File: config.mk
export PLATFORM = sky130hd
export DESIGN_NAME = waveform_sequencer
export DESIGN_NICKNAME = d
export VERILOG_FILES = /design/src/rtl/waveform_seq_pkg.sv /design/src/rtl/waveform_sequencer_timer.sv /design/src/rtl/waveform_sequencer.sv
export SDC_FILE = /design/constraint.sdc
export NUM_CORES = 1
export LEC_CHECK = 0
export BUFFER_PORTS_ARGS = -buffer_cell sky130_fd_sc_hd__buf_2
export CAP_MARGIN = 15
export CORE_MARGIN = 8
export CORE_UTILIZATION = 42
export CTS_CLUSTER_DIAMETER = 120
export DETAILED_ROUTE_END_ITERATION = 7
export PLACE_DENSITY = 0.7
export REMOVE_ABC_BUFFERS = 1
export SLEW_MARGIN = 10
export SYNTH_ARGS = -nofsm -noshare
export SYNTH_HDL_FRONTEND = slang
export SYNTH_SLANG_ARGS = --single-unit
export TNS_END_PERCENT = 30
File: constraint.sdc
create_clock -name clk_in1 -period 10.85 [get_ports clk_in1]
set_input_delay 3.255 -clock clk_in1 [delete_from_list [all_inputs] [get_ports clk_in1]]
set_output_delay 3.255 -clock clk_in1 [all_outputs]
set_load 0.05 [all_outputs]
File: src/rtl/waveform_seq_pkg.sv
// Shared types and constants for the radar pulse waveform sequencer.
package waveform_seq_pkg;

   typedef enum logic [2:0] {
      IDLE,
      LOAD,
      ARM,
      FIRE,
      WAIT_DONE,
      HOLDOFF
   } state_e;

   localparam int unsigned PRI_MIN           = 5;
   localparam int unsigned PRI_LAUNCH_OFFSET = 3;

   // States that wait on an external handshake and are guarded by the timeout.
   function automatic logic is_wait_state(input state_e s);
      return (s == LOAD) || (s == ARM) || (s == WAIT_DONE);
   endfunction

endpackage

File: src/rtl/waveform_sequencer_timer.sv
// Clearable saturating up-counter; hit_o is high while the count is at or past cmp_i.
module seq_timer #(
   parameter int W = 8
) (
   input  logic         clk_i,
   input  logic         rst_ni,
   input  logic         clr_i,
   input  logic         inc_i,
   input  logic [W-1:0] cmp_i,
   output logic         hit_o
);

   logic [W-1:0] cnt_q, cnt_d;

   always_comb begin
      cnt_d = cnt_q;
      if (clr_i)
         cnt_d = '0;
      else if (inc_i && (cnt_q != '1))
         cnt_d = cnt_q + 1'b1;
   end

   always_ff @(posedge clk_i or negedge rst_ni) begin
      if (!rst_ni) cnt_q <= '0;
      else         cnt_q <= cnt_d;
   end

   assign hit_o = (cnt_q >= cmp_i);

endmodule

File: src/rtl/waveform_sequencer.sv
// Pulse scheduler: loads the waveform word, fires the chirp DDS every PRI cycles,
// counts pulses per burst and aborts a stalled handshake after TIMEOUT cycles.
module waveform_sequencer
   import waveform_seq_pkg::*;
#(
   parameter int PRI_WIDTH = 32,
   parameter int TIMEOUT   = 4096
) (
   input  logic                 clk_in1,
   input  logic                 aresetn,
   input  logic                 enable,
   input  logic                 cfg_valid,
   output logic                 cfg_ready,
   input  logic [PRI_WIDTH-1:0] cfg_pri,
   input  logic [15:0]          cfg_num_pulses,
   input  logic [127:0]         cfg_wf_params,
   output logic [127:0]         waveform_parameters,
   output logic                 init_wf_write,
   input  logic                 wf_write_ready,
   input  logic                 chirp_ready,
   output logic                 chirp_init,
   input  logic                 chirp_done,
   output logic                 busy,
   output logic                 burst_done,
   output logic [15:0]          pulse_count,
   output logic                 timeout_err
);

   localparam int WW = (TIMEOUT > 2) ? $clog2(TIMEOUT) : 1;

   state_e               state_q, state_d;
   logic [PRI_WIDTH-1:0] pri_q, pri_d;
   logic [15:0]          num_q, num_d;
   logic [127:0]         wf_q, wf_d;
   logic [15:0]          pcnt_q, pcnt_d;
   logic                 loaded_q, loaded_d;
   logic                 err_q, err_d;
   logic                 done_q, done_d;
   logic                 rdy_q, rdy_d;
   logic                 pri_hit, wait_hit;

   // pri_cnt reads 0 during FIRE, so launching at PRI-3 lands the next FIRE exactly PRI later.
   seq_timer #(.W(PRI_WIDTH)) u_pri_timer (
      .clk_i (clk_in1),
      .rst_ni(aresetn),
      .clr_i (state_d == FIRE),
      .inc_i (1'b1),
      .cmp_i (pri_q - PRI_WIDTH'(PRI_LAUNCH_OFFSET)),
      .hit_o (pri_hit)
   );

   seq_timer #(.W(WW)) u_wait_timer (
      .clk_i (clk_in1),
      .rst_ni(aresetn),
      .clr_i (is_wait_state(state_d) && (state_d != state_q)),
      .inc_i (is_wait_state(state_q)),
      .cmp_i (WW'(TIMEOUT - 1)),
      .hit_o (wait_hit)
   );

   always_comb begin
      state_d  = state_q;
      pri_d    = pri_q;
      num_d    = num_q;
      wf_d     = wf_q;
      pcnt_d   = pcnt_q;
      loaded_d = loaded_q;
      err_d    = err_q;
      done_d   = 1'b0;
      case (state_q)
         IDLE: begin
            if (cfg_valid) begin
               pri_d    = (cfg_pri < PRI_WIDTH'(PRI_MIN)) ? PRI_WIDTH'(PRI_MIN) : cfg_pri;
               num_d    = cfg_num_pulses;
               wf_d     = cfg_wf_params;
               loaded_d = 1'b1;
               err_d    = 1'b0;
               pcnt_d   = '0;
            end else if (enable && loaded_q) begin
               state_d = LOAD;
            end
         end
         LOAD:      if (wf_write_ready) state_d = ARM;
         ARM:       if (chirp_ready)    state_d = FIRE;
         FIRE: begin
            if (pcnt_q != 16'hFFFF) pcnt_d = pcnt_q + 16'd1;
            state_d = WAIT_DONE;
         end
         WAIT_DONE: if (chirp_done)     state_d = HOLDOFF;
         HOLDOFF: begin
            if (pri_hit) begin
               if (((num_q != '0) && (pcnt_q == num_q)) || !enable) begin
                  state_d = IDLE;
                  done_d  = 1'b1;
               end else begin
                  state_d = LOAD;
               end
            end
         end
         default:   state_d = IDLE;
      endcase
      // A stalled handshake abandons the burst and forces a fresh configuration.
      if (is_wait_state(state_q) && (state_d == state_q) && wait_hit) begin
         state_d  = IDLE;
         err_d    = 1'b1;
         loaded_d = 1'b0;
      end
   end

   assign rdy_d = (state_d == IDLE);

   always_ff @(posedge clk_in1 or negedge aresetn) begin
      if (!aresetn) begin
         state_q  <= IDLE;
         pri_q    <= '0;
         num_q    <= '0;
         wf_q     <= '0;
         pcnt_q   <= '0;
         loaded_q <= 1'b0;
         err_q    <= 1'b0;
         done_q   <= 1'b0;
         rdy_q    <= 1'b0;
      end else begin
         state_q  <= state_d;
         pri_q    <= pri_d;
         num_q    <= num_d;
         wf_q     <= wf_d;
         pcnt_q   <= pcnt_d;
         loaded_q <= loaded_d;
         err_q    <= err_d;
         done_q   <= done_d;
         rdy_q    <= rdy_d;
      end
   end

   assign cfg_ready           = rdy_q;
   assign busy                = (state_q != IDLE);
   assign init_wf_write       = (state_q == LOAD);
   assign chirp_init          = (state_q == FIRE);
   assign burst_done          = done_q;
   assign pulse_count         = pcnt_q;
   assign timeout_err         = err_q;
   assign waveform_parameters = wf_q;

endmodule

==> results.cfg <==
[finish]
layout_common_cells = nand2_1 (569), buf_2 (331), dfrtp_1 (243)
drive_above_1_share_pct = 23.9
area_growth_pct = 25.5
final_common_cell = nand2_1
fillers = 2516
final_cell_area_sq_um = 14400
final_nets = 1850

[synth]
ys.flop_type = dfrtp_1
synth_simple_gate_area_share_pct = 29.9
netlist_instances = 1311
synthesis.area_sq_um = 11500
ys_types = 50
synth_top_family_by_area = simple AND/OR/NAND/NOR gates
synth_area_per_cell_sq_um = 8.73
synthAdderAreaFrac_pct = 3.93
muxShareOfSynthArea_pct = 0.0874
yosys.area_share.xor_xnor_pct = 7.42
async_flop_share_pct = 100
synth_edf_count = 0
synth_warnings = 0
yosysSeqAreaShare_pct = 53.1
synth-compound-area-share_pct = 3.47
synth-seq-cells = 243

[routing]
wl_per_cell_microns = 17.5
ant_nets = 0
viasPerCell = 5.06
routed_wl_mm = 34.9
drc_errors = 0
via_count = 10100
drt_iter0_markers = 601
firstDrtPassIters = 4

[timing]
timing.slew.headroom_pct = 23.5
fin_crit_sh_pct = 48.4
tightestPinTransition_ps = 1140
skew_ps = 7.81
tns_ps = 0
hold_viol_final = 0
rsz0062_at_grt = false
whs_ps = 466
min_period_ps = 5250
fmax_mhz = 190
setup_viol = 0
finalMaxSlewViolations = 0
setup_ws_ps = 5600

[die]
std_cell_rows = 60
die_y_microns = 181
io_pins = 333
die_area_sq_um = 32800
initial_utilization_pct = 42.6
fp.dieW_microns = 181
core_sq_um = 26900

[clocking]
h-tree-depth = 1
cts-root-buf = clkbuf_16
clkLatencyLatePin_ps = 530
cts_tree = done
hold_buffers = 0
post_cts_buffers = 0
numCtsBuffers = 28
cts_resized = 0
cts_buffer_depth = 3
path_clk_slew_ps = 60
cts_sinks = 243

[power]
power_density_nw_per_um2 = 333
max-vdd-ir-drop_v = 0.000226
power_leakage_nw = 7.68

[worst_hold_path]
hp-class = flop to flop

[global_routing]
antenna_found_initial = 16
grt_pass1_wl_mm = 55.9
grt_pass1_vias = 10300
grt_util_all_layers_pct = 20.9
grt-ovfl-total = 0
grt_max_degree = 113

[critical_path]
cp-end-kind = flop
required_ps = 11210
cp.arrival_ps = 5620
crit_path_start_kind = flop
crit_fanout = 12
critPathKind = flop to flop

[placement]
gp_congestion = 0.896
place_ws_ps = 5450
io_buffers = 332
placed_area_sq_um = 13400
dp_hpwl_mm = 25.8

[status]
status = complete, no violations

[run]
max_cap_violations = 0
## flip-flops by register name, indices dropped and copies added, names as in the netlist, 3 cells and up
register and cells:
pulse_count 16, pri_q 32, state_q 3, u_wait_timer.cnt_q 12
u_pri_timer.cnt_q 32, waveform_parameters 128, num_q 16
## power by group
part	switching [mW]	internal, mW
registers	0.321	1.28
logic	1.65	0.592
clock network	0.365	0.581
total	2.33	2.46
## per-stage QoR
stage,util (%),cells,power (mW)
floorplan,-,1263,3.24
global placement,50.0,1942,3.81
detailed placement,50.0,1942,3.86
CTS,53.4,1992,4.83
global route,53.5,1996,5.09
finish,53.5,1998,4.79
## path summary, 6_finish.rpt
check / slack [ps] / depth (start not counted) / endpoint / startpoint
worst min-delay path: 470 / 2 / waveform_parameters[29] / waveform_parameters[29]
worst max-delay path: 5600 / 14 / u_wait_timer.cnt_q[4] / pri_q[3]
max in group asynchronous: 6470 / 2 / waveform_parameters[3] / aresetn
worst min register to register: 470 / 2 / waveform_parameters[29] / waveform_parameters[29]
worst max register to register: 5600 / 14 / u_wait_timer.cnt_q[4] / pri_q[3]
min in group asynchronous: 2810 / 1 / waveform_parameters[92] / aresetn
## logic make-up after synthesis
family | count (synthesis)
simple gates | 806
flops | 243
xor+xnor | 97
compound gates | 65
buf+inv | 63
fa+ha+maj | 36
mux | 1
## metal layers
layer	GRT usage (%)	vias to the layer above	share of wire, %
li1	-	4905	-
met1	24.3	4809	40
met2	35.9	287	49
met3	6.42	85	7.4
met4	7.45	16	3.6
met5	0	-	0.26
## cell usage after synthesis (20+ instances only)
cell type	n	area share (%)
a21oi_1	25	1.1
nor4_1	20	1.1
dfrtp_1	243	53
xor2_1	47	3.6
nand2_1	570	19
nor2_1	82	2.7
ha_1	36	3.9
nand4_1	22	1.2
clkbuf_1	46	1.5
nand3_1	28	1.2
xnor2_1	50	3.8
## critical path: stages, from the launching register on
cell and delay [ps]:
dfrtp_1 430, or4_4 540, or3_1 430, or4_4 550, or4_4 540, nor4_4 240, xnor2_1 100, ha_1 310
nand4_1 140, nor4_1 270, o21ai_0 110, a31oi_1 280, o21ai_0 160, a32oi_1 850, nor2_1 130
## layout make-up
class                      instances  area, sq um  share of cell area [%]
clock buffer                      43          848                    5.90
clock inverter                     7         85.1                   0.592
antenna                            6         15.0                   0.104
multi-input combinational       1005         5150                    35.8
tap                              341          427                    2.97
timing repair buffer             338         1720                    11.9
inverter                          15         56.3                   0.392
sequential                       243         6080                    42.3
No activity file was read; power rests on OpenSTA's default activity.
